$ cat src/rtl/prbs_pkg.sv
// Shared PRBS definitions: tap selection per LFSR order and the checker FSM states.
// Used by both the PRBS generator and the PRBS checker.
package prbs_pkg;

  typedef enum logic [1:0] {
    ST_UNLOCKED = 2'd0,
    ST_SYNC     = 2'd1,
    ST_LOCKED   = 2'd2
  } prbs_state_e;

  // Polynomial x^tap_1 + x^tap_0 + 1; a return of 0 marks an unsupported order.
  function automatic int tap_1(input int pn);
    return pn;
  endfunction

  function automatic int tap_0(input int pn);
    case (pn)
      3:       return 2;
      4:       return 3;
      5:       return 3;
      6:       return 5;
      7:       return 6;
      9:       return 5;
      11:      return 9;
      15:      return 14;
      17:      return 14;
      23:      return 18;
      31:      return 28;
      default: return 0;
    endcase
  endfunction

endpackage

$ cat src/rtl/prbs_next_word.sv
// Steps a Fibonacci LFSR WIDTH times in one cycle; word[WIDTH-1] is the first (oldest) bit.
// lfsr_in[0] is the newest bit of history, lfsr_in[PN-1] the oldest.
module prbs_next_word
  import prbs_pkg::*;
#(
  parameter int PN    = 7,
  parameter int WIDTH = 16
) (
  input  logic [PN-1:0]    lfsr_in,
  output logic [WIDTH-1:0] word,
  output logic [PN-1:0]    lfsr_out
);

  localparam int T1 = tap_1(PN);
  localparam int T0 = tap_0(PN);

  logic [PN-1:0] state;
  logic          new_bit;

  // NOTE: blocking assignments here are deliberate; each loop pass must see the
  // state produced by the previous pass within the same evaluation.
  always_comb begin
    state   = lfsr_in;
    new_bit = 1'b0;
    word    = '0;
    for (int i = 0; i < WIDTH; i++) begin
      new_bit           = state[T1-1] ^ state[T0-1];
      word[WIDTH-1-i]   = new_bit;
      state             = {state[PN-2:0], new_bit};
    end
    lfsr_out = state;
  end

endmodule

$ cat src/rtl/prbs_checker_wide.sv
// Word-wide PRBS checker: acquires lock on a received PRBS stream, then counts
// bit errors against a free-running local prediction.
module prbs_checker_wide
  import prbs_pkg::*;
#(
  parameter int PN       = 7,
  parameter int WIDTH    = 16,
  parameter int LOCK_CNT = 4,
  parameter int LOSS_CNT = 4,
  parameter int CNT_W    = 32
) (
  input  logic                       i_clk,
  input  logic                       i_a_rst_n,
  input  logic [WIDTH-1:0]           i_data,
  input  logic                       i_valid,
  input  logic                       i_clr_cnt,
  output logic                       o_locked,
  output logic                       o_err,
  output logic [$clog2(WIDTH+1)-1:0] o_err_bits,
  output logic [CNT_W-1:0]           o_err_cnt,
  output logic [CNT_W-1:0]           o_word_cnt
);

  localparam int EB_W    = $clog2(WIDTH + 1);
  localparam int MATCH_W = $clog2(LOCK_CNT + 1);
  localparam int LOSS_W  = $clog2(LOSS_CNT + 1);

  if (WIDTH < PN) begin : g_width_check
    $error("prbs_checker_wide: WIDTH must be at least PN");
  end
  if (tap_0(PN) == 0) begin : g_pn_check
    $error("prbs_checker_wide: unsupported PN");
  end

  prbs_state_e        state_q, state_d;
  logic [PN-1:0]      lfsr_q, lfsr_d, lfsr_pred;
  logic [WIDTH-1:0]   exp_word, diff;
  logic [EB_W-1:0]    pop;
  logic [MATCH_W-1:0] match_q, match_d;
  logic [LOSS_W-1:0]  loss_q, loss_d;
  logic               checked;
  logic               err_q;
  logic [EB_W-1:0]    err_bits_q;
  logic [CNT_W-1:0]   err_cnt_q, err_cnt_d, word_cnt_q, word_cnt_d;
  logic [CNT_W:0]     err_sum;

  prbs_next_word #(.PN(PN), .WIDTH(WIDTH)) u_next (
    .lfsr_in  (lfsr_q),
    .word     (exp_word),
    .lfsr_out (lfsr_pred)
  );

  assign diff    = exp_word ^ i_data;
  assign checked = i_valid && (state_q == ST_LOCKED);

  always_comb begin
    pop = '0;
    for (int i = 0; i < WIDTH; i++) pop = pop + EB_W'(diff[i]);
  end

  // NOTE: every output of this block gets a default first, so no path leaves a
  // signal unassigned and no latch is inferred.
  always_comb begin
    state_d = state_q;
    lfsr_d  = lfsr_q;
    match_d = match_q;
    loss_d  = loss_q;
    if (i_valid) begin
      unique case (state_q)
        ST_UNLOCKED: begin
          lfsr_d  = i_data[PN-1:0];
          match_d = '0;
          state_d = ST_SYNC;
        end
        ST_SYNC: begin
          if (diff == '0) begin
            lfsr_d  = lfsr_pred;
            match_d = match_q + MATCH_W'(1);
            if (match_d == MATCH_W'(LOCK_CNT)) begin
              state_d = ST_LOCKED;
              loss_d  = '0;
            end
          end else begin
            lfsr_d  = i_data[PN-1:0];
            state_d = ST_UNLOCKED;
          end
        end
        ST_LOCKED: begin
          // Always follow the prediction so a corrupted word never poisons the LFSR.
          lfsr_d = lfsr_pred;
          if (diff == '0) begin
            loss_d = '0;
          end else begin
            loss_d = loss_q + LOSS_W'(1);
            if (loss_d == LOSS_W'(LOSS_CNT)) state_d = ST_UNLOCKED;
          end
        end
        default: state_d = ST_UNLOCKED;
      endcase
    end
  end

  assign err_sum = {1'b0, err_cnt_q} + (CNT_W + 1)'(pop);

  always_comb begin
    err_cnt_d  = err_cnt_q;
    word_cnt_d = word_cnt_q;
    if (i_clr_cnt) begin
      err_cnt_d  = checked ? CNT_W'(pop) : '0;
      word_cnt_d = checked ? CNT_W'(1) : '0;
    end else if (checked) begin
      err_cnt_d  = err_sum[CNT_W] ? '1 : err_sum[CNT_W-1:0];
      word_cnt_d = (&word_cnt_q) ? word_cnt_q : word_cnt_q + CNT_W'(1);
    end
  end

  // NOTE: sequential state uses non-blocking assignments so all registers
  // update together from values sampled at the same edge.
  always_ff @(posedge i_clk or negedge i_a_rst_n) begin
    if (!i_a_rst_n) begin
      state_q    <= ST_UNLOCKED;
      lfsr_q     <= '1;
      match_q    <= '0;
      loss_q     <= '0;
      err_q      <= 1'b0;
      err_bits_q <= '0;
      err_cnt_q  <= '0;
      word_cnt_q <= '0;
    end else begin
      state_q    <= state_d;
      lfsr_q     <= lfsr_d;
      match_q    <= match_d;
      loss_q     <= loss_d;
      err_q      <= checked && (diff != '0);
      if (checked) err_bits_q <= pop;
      err_cnt_q  <= err_cnt_d;
      word_cnt_q <= word_cnt_d;
    end
  end

  assign o_locked   = (state_q == ST_LOCKED);
  assign o_err      = err_q;
  assign o_err_bits = err_bits_q;
  assign o_err_cnt  = err_cnt_q;
  assign o_word_cnt = word_cnt_q;

endmodule

$ cat config.mk
export PLATFORM = sky130hd
export DESIGN_NAME = prbs_checker_wide
export DESIGN_NICKNAME = d
export VERILOG_FILES = /design/src/rtl/prbs_pkg.sv /design/src/rtl/prbs_next_word.sv /design/src/rtl/prbs_checker_wide.sv
export SDC_FILE = /design/constraint.sdc
export NUM_CORES = 1
export LEC_CHECK = 0
export ABC_AREA = 0
export CAP_MARGIN = 20
export CORE_ASPECT_RATIO = 2
export CORE_MARGIN = 2
export CORE_UTILIZATION = 43
export DETAILED_ROUTE_END_ITERATION = 16
export HOLD_SLACK_MARGIN = 0.08
export PLACE_DENSITY_LB_ADDON = 0.05
export REMOVE_ABC_BUFFERS = 1
export SLEW_MARGIN = 20
export SYNTH_ARGS = -nofsm -noshare
export SYNTH_HDL_FRONTEND = slang
export SYNTH_SLANG_ARGS = --single-unit
$ cat constraint.sdc
create_clock -name i_clk -period 14.05 [get_ports i_clk]
set_clock_uncertainty 0.05 [all_clocks]
set_input_delay 1.405 -clock i_clk [delete_from_list [all_inputs] [get_ports i_clk]]
set_output_delay 1.405 -clock i_clk [all_outputs]
set_load 0.02 [all_outputs]
==> results of run 1 <==
## flip-flops by register name, indices dropped and copies added (netlist names)
register	count
lfsr_q	7
o_err_cnt	32
o_err	1
state_q	2
o_err_bits	5
loss_q	3
o_word_cnt	32
match_q	3
## area by class of cell
cell class                      count  area share
Multi-Input combinational cell    473       0.477
Timing Repair Buffer               94       0.131
Clock buffer                       10      0.0325
Clock inverter                      6     0.00657
Inverter                           42      0.0224
Sequential cell                    85       0.303
Tap cell                          155      0.0275
## worst max path at each step
stage          slack [ps]                         to  depth (start not counted)      start
2_1_floorplan        7510  o_err_cnt[27]$_DFFE_PN0P_                         18  i_data[5]
3_3_place_gp         6400  o_err_cnt[27]$_DFFE_PN0P_                         19  i_data[5]
3_5_place_dp         6550  o_err_cnt[25]$_DFFE_PN0P_                         19  i_data[5]
4_1_cts              6910  o_err_cnt[25]$_DFFE_PN0P_                         19  i_data[5]
5_1_grt              6600   o_err_cnt[5]$_DFFE_PN0P_                         20  i_data[7]
6_report             6920  o_err_cnt[25]$_DFFE_PN0P_                         19  i_data[5]
## stage by stage
stage / utilization / cells / setup slack [ps] / instance area, um^2 / power, mW
after floorplan: - / 600 / 7510 / 5650 / 1.42
after global placement: 0.507 / 849 / 6400 / 6770 / 1.66
after detailed placement: 0.507 / 849 / 6550 / 6780 / 1.70
after CTS: 0.528 / 865 / 6910 / 7050 / 1.95
after global routing: 0.528 / 865 / 6600 / 7050 / 2.19
final: 0.528 / 865 / 6920 / 7050 / 1.92
## routing by layer
| metal | vias up | share of wire |
|---|---|---|
| li1 | 2401 | - |
| met1 | 2480 | 0.37 |
| met2 | 137 | 0.56 |
| met3 | 36 | 0.036 |
| met4 | 0 | 0.032 |
| met5 | - | 0 |
## logic make-up (layout without fill, tap and decap cells)
kind of cell,after synthesis,in the layout,share of synthesized area
simple gates,232,232,0.206
compound gates,136,136,0.162
flops,85,85,0.367
buf+inv,77,152,0.0559
xor+xnor,70,70,0.120
fa+ha+maj,31,31,0.0808
mux,4,4,0.00731
## layout by cell type, fill, tap and decap left out, types with 14 or more instances in the layout
cell / instances
a21oi_1: 20
a31oi_1: 14
and3_1: 16
clkdlybuf4s50_1: 88
dfrtp_1: 78
ha_1: 20
inv_1: 42
nand2_1: 48
nand3_1: 24
nand4_1: 14
nor2_1: 52
nor3_1: 27
o21ai_0: 32
xnor2_1: 33
xor2_1: 31
## report_power, final
| part | total (mW) | internal (mW) | leakage [nW] | switching [mW] |
|---|---|---|---|---|
| Combinational | 1.41 | 0.618 | 1.63 | 0.788 |
| Clock | 0.227 | 0.121 | 0.129 | 0.106 |
| Sequential | 0.286 | 0.260 | 1.15 | 0.0255 |
## worst max-delay path, cell delays in order
cell and delay, ps:
clkdlybuf4s50_1 500, xor3_1 400, fa_1 570, inv_1 60
fa_1 480, inv_1 50, fa_1 460, fa_1 510
ha_1 160, inv_1 60, fa_1 520, inv_1 90
fa_1 430, a21o_1 190, a21oi_1 260, o21bai_1 200
a31oi_1 610, and3_1 260, a211oi_1 50
==> impl_metrics.yaml, run 1 <==
status:
  status: "completed"
routing:
  ant_nets: 0
  drt_iter0_drc: 194
  avgRoutedWirePerCell_um: 18.9
  routed_wl_um: 16400
  drt-vias-per-instance: 5.84
  first_pass_iters: 5
  drc_errors: 0
  routed-via-count: 5054
cts:
  cts_sinks: 85
  clockBufferDepth: 2
  root_buffer: "clkbuf_16"
  h-tree-depth: 3
  cts_tree: "built"
  cts_hold_buf: 0
  cts_resized: 0
  cts.clk_slew.worst_paths_ps: 70
  clock_latency_ps: 340
  cts-buffers-inserted: 9
  post_cts_buffers: 0
timing:
  period_share: 0.507
  hold_violations: 0
  period_needed_ps: 7130
  fin_tns_setup_ps: 0
  slew_headroom: 0.372
  holdWs_ps: 426
  drv_slew: 0
  max_freq_mhz: 140
  tightest_slew_ps: 939
  rsz0062_at_grt: "no"
  setup_viol: 0
run:
  max_cap_violations: 0
die:
  die_w_um: 86.3
  die_h_um: 169
  start_util: 0.436
  rows: 60
  coreArea_um2: 13400
  io_pins: 91
  design.die.area_um2: 14500
global_routing:
  track_usage: 0.234
  use_met2: 0.424
  met3_usage: 0.0361
  grt_pass1_vias: 5293
  grt_pass1_wl_um: 27000
  grt_remaining_overflow: 0
  grt_max_degree: 67
  antenna_found_initial: 0
  grt_busiest_layer: "met2"
  use_met1: 0.263
placed_design:
  dp_hpwl_um: 11900
  portBuffers: 90
  place.gp.congestion: 0.899
logic_synthesis:
  yosysSeqAreaShare: 0.367
  synth-edff-count: 0
  ys_top_cells_by_count: "dfrtp_1 (78), nor2_1 (52), nand2_1 (48), inv_1 (42), xnor2_1 (33)"
  synthDistinctLibCells: 66
  yosys_warnings: 0
  yosys.cell_count.top_type: "dfrtp_1"
  synth_area_leaders: "dfrtp_1 (34%), xnor2_1 (5.0%), xor2_1 (4.7%), ha_1 (4.3%), fa_1 (3.8%)"
  syn_area_um2: 5820
  synth_area_per_cell_um2: 9.17
  synthCells: 635
  synthFlopType: "dfrtp_1"
  synth_top_cell_area_share: 0.335
  async_flop_share: 1.00
  yosysTopAreaCell: "dfrtp_1"
  ys_seq_elements: 85
critical_path:
  crit_path_max_fanout: 7
  critPathCaptureType: "register"
  regToRegSetupSlack_ps: 7370
  r2r-start: "lfsr_q[5]$_DFFE_PN1P_"
  critPathKind: "input pin to register"
  arrival_ps: 7270
  r2r_end: "o_err_cnt[25]$_DFFE_PN0P_"
  worst_ep_required_time_ps: 14190
  rr_worst_depth: 20
  start_kind: "input pin"
power:
  ir_drop_uv: 282
  power_density_nw_per_um2: 272
  p_leak_nw: 2.91
cells_and_area:
  multiInputGateArea_um2: 3360
  drive_gt1_frac: 0.0563
  antenna_cells: 0
  seq_area_um2: 2140
  syn_to_final_growth_pct: 21.1
  fillers: 1263
  nNetsFinal: 756
min_path:
  min_to: "o_err_bits[2]$_DFFE_PN0P_"
  min-delay-start: "o_err_bits[2]$_DFFE_PN0P_"
  hold_path.class: "register to register"
  hold_path_depth: 1
No activity file was read; power rests on OpenSTA's default activity.
==> run 2: changes to the inputs <==
==> constraint.sdc (replaced) <==
create_clock -name i_clk -period 6.2 [get_ports i_clk]
set_clock_uncertainty 0.05 [all_clocks]
set_input_delay 0.62 -clock i_clk [delete_from_list [all_inputs] [get_ports i_clk]]
set_output_delay 0.62 -clock i_clk [all_outputs]
set_load 0.02 [all_outputs]
==> run 2 against run 1 <==
Critical path depth rose by 4. Clock-buffer cell count did not move. Utilization increased by 4.3 points. Critical path type is now register to register. Largest power group unchanged. Highest routed layer unchanged.
==> impl_metrics.yaml, run 2 (synthesized netlist as in run 1, its figures left out) <==
timing:
  holdWs_ps: 107
  drv_slew: 0
  slew_headroom: 0.336
  period_needed_ps: 5940
  setup_viol: 0
  max_freq_mhz: 168
  tightest_slew_ps: 989
  hold_violations: 0
  period_share: 0.958
  fin_tns_setup_ps: 0
cts:
  cts_tree: "built"
  cts.clk_slew.worst_paths_ps: 70
  h-tree-depth: 3
  cts_sinks: 85
  cts-buffers-inserted: 9
  clock_latency_ps: 340
  cts_hold_buf: 0
  root_buffer: "clkbuf_16"
  clockBufferDepth: 2
placed_design:
  portBuffers: 90
  dp_hpwl_um: 12400
  place.gp.congestion: 0.918
power:
  power_density_nw_per_um2: 776
  p_leak_nw: 3.25
  ir_drop_uv: 844
critical_path:
  arrival_ps: 6090
  crit_path_max_incr_delay_ps: 640
  slowest_stage: "dfstp_2"
  crit_path_max_fanout: 7
  worst_ep_required_time_ps: 6350
  critPathKind: "register to register"
  start_kind: "register"
  critPathCaptureType: "register"
  worstPathCellList: "xnor2_4, xnor2_2, xnor2_2, inv_1, fa_1, inv_1, fa_1, inv_1, fa_1, fa_1, ha_2, inv_1, fa_1, inv_1, buf_4, ha_1, a21o_1, a21oi_2, buf_4, o21bai_1, a21o_1, a221oi_1, a311oi_2"
cells_and_area:
  seq_area_um2: 2140
  final_cell_mix: "clkdlybuf4s50_1 (88), dfrtp_1 (78), buf_4 (58), nor2_1 (52), nand2_1 (48)"
  fillers: 1243
  syn_to_final_growth_pct: 31.0
  antenna_cells: 0
  mostFrequentLayoutCell: "clkdlybuf4s50_1"
  multiInputGateArea_um2: 3500
  drive_gt1_frac: 0.149
  nNetsFinal: 810
routing:
  drc_errors: 0
  routed-via-count: 5269
  drt_iter0_drc: 238
  routed_wl_um: 16800
  first_pass_iters: 5
  avgRoutedWirePerCell_um: 18.3
  drt-vias-per-instance: 5.73
  ant_nets: 0
die:
  design.die.area_um2: 14500
  coreArea_um2: 13400
  die_h_um: 169
  io_pins: 91
  die_w_um: 86.3
  start_util: 0.436
  rows: 60
global_routing:
  grt_pass1_vias: 5348
  track_usage: 0.238
  grt_remaining_overflow: 0
  grt_pass1_wl_um: 27300
  grt_max_degree: 67
  antenna_found_initial: 0
status:
  status: "completed"
run:
  max_cap_violations: 0
min_path:
  hold_path.class: "input pin to async pin"
==> run 2: layer usage <==
layer	share of wire	vias up	track usage
met1	0.36	2586	0.261
met2	0.56	144	0.450
li1	-	2509	-
met3	0.036	30	0.0268
met5	0	-	0
met4	0.036	0	0.0971
==> run 2: where the power goes <==
part           switching, mW  leakage (nW)  internal, mW
clock network          0.240         0.142         0.326
logic                   2.26          1.95          2.46
registers             0.0385          1.15         0.589
==> run 2: cell type report <==
class / count / share of cell area
sequential: 85 / 0.280
inverter: 42 / 0.0207
clock inverter: 6 / 0.00919
timing repair buffer: 148 / 0.175
clock buffer: 10 / 0.0313
tap: 155 / 0.0254
multi-input combinational: 473 / 0.459
==> run 2: worst max-delay path: cells and delay by family, from the launching register on <==
family / cells / cell delay (ps)
compound gates: 6 / 1040
fa+ha+maj: 7 / 2960
flops: 1 / 640
buf+inv: 7 / 590
xor+xnor: 3 / 500
==> run 2: timing repair <==
item                                    CTS  global route
endpoints found under the setup margin   14            30
buffers inserted                          0             9
gates cloned                              0             0
pin swaps                                 0             7
resized for setup                         3            22
==> run 2: path summary, 6_finish.rpt <==
path                            depth (start not counted)  slack, ps                       from                          to
worst min-delay path                                    1        110                  i_a_rst_n   o_err_bits[3]$_DFFE_PN0P_
worst min register to register                          1        430  o_err_bits[2]$_DFFE_PN0P_   o_err_bits[2]$_DFFE_PN0P_
worst max register to register                         23        260      lfsr_q[4]$_DFFE_PN1P_    o_err_cnt[9]$_DFFE_PN0P_
worst max-delay path                                   23        260      lfsr_q[4]$_DFFE_PN1P_    o_err_cnt[9]$_DFFE_PN0P_
max in group asynchronous                               2       4840                  i_a_rst_n  o_word_cnt[16]$_DFFE_PN0P_
min in group i_clk                                      1        430  o_err_bits[2]$_DFFE_PN0P_   o_err_bits[2]$_DFFE_PN0P_
==> run 2: per-stage QoR <==
| stage | worst slack [ps] | utilization | instances | cell area, um^2 | total power, mW |
|---|---|---|---|---|---|
| after floorplan | 155 | - | 600 | 5650 | 3.21 |
| after global placement | -447 | 0.532 | 894 | 7110 | 4.88 |
| after detailed placement | -764 | 0.532 | 894 | 7110 | 5.06 |
| after CTS | 29.5 | 0.556 | 910 | 7440 | 5.65 |
| after global routing | -62.9 | 0.571 | 919 | 7630 | 6.57 |
| final | 258 | 0.571 | 919 | 7630 | 5.92 |
==> run 3: changes to the inputs <==
--- a/config.mk
+++ b/config.mk
@@ -6,7 +6,6 @@
 export NUM_CORES = 1
 export LEC_CHECK = 0
 export ABC_AREA = 0
-export CAP_MARGIN = 20
 export CORE_ASPECT_RATIO = 2
 export CORE_MARGIN = 2
 export CORE_UTILIZATION = 43
==> results of run 3 <==
No change in the layout: final DEF, timing and power equal those of run 2.
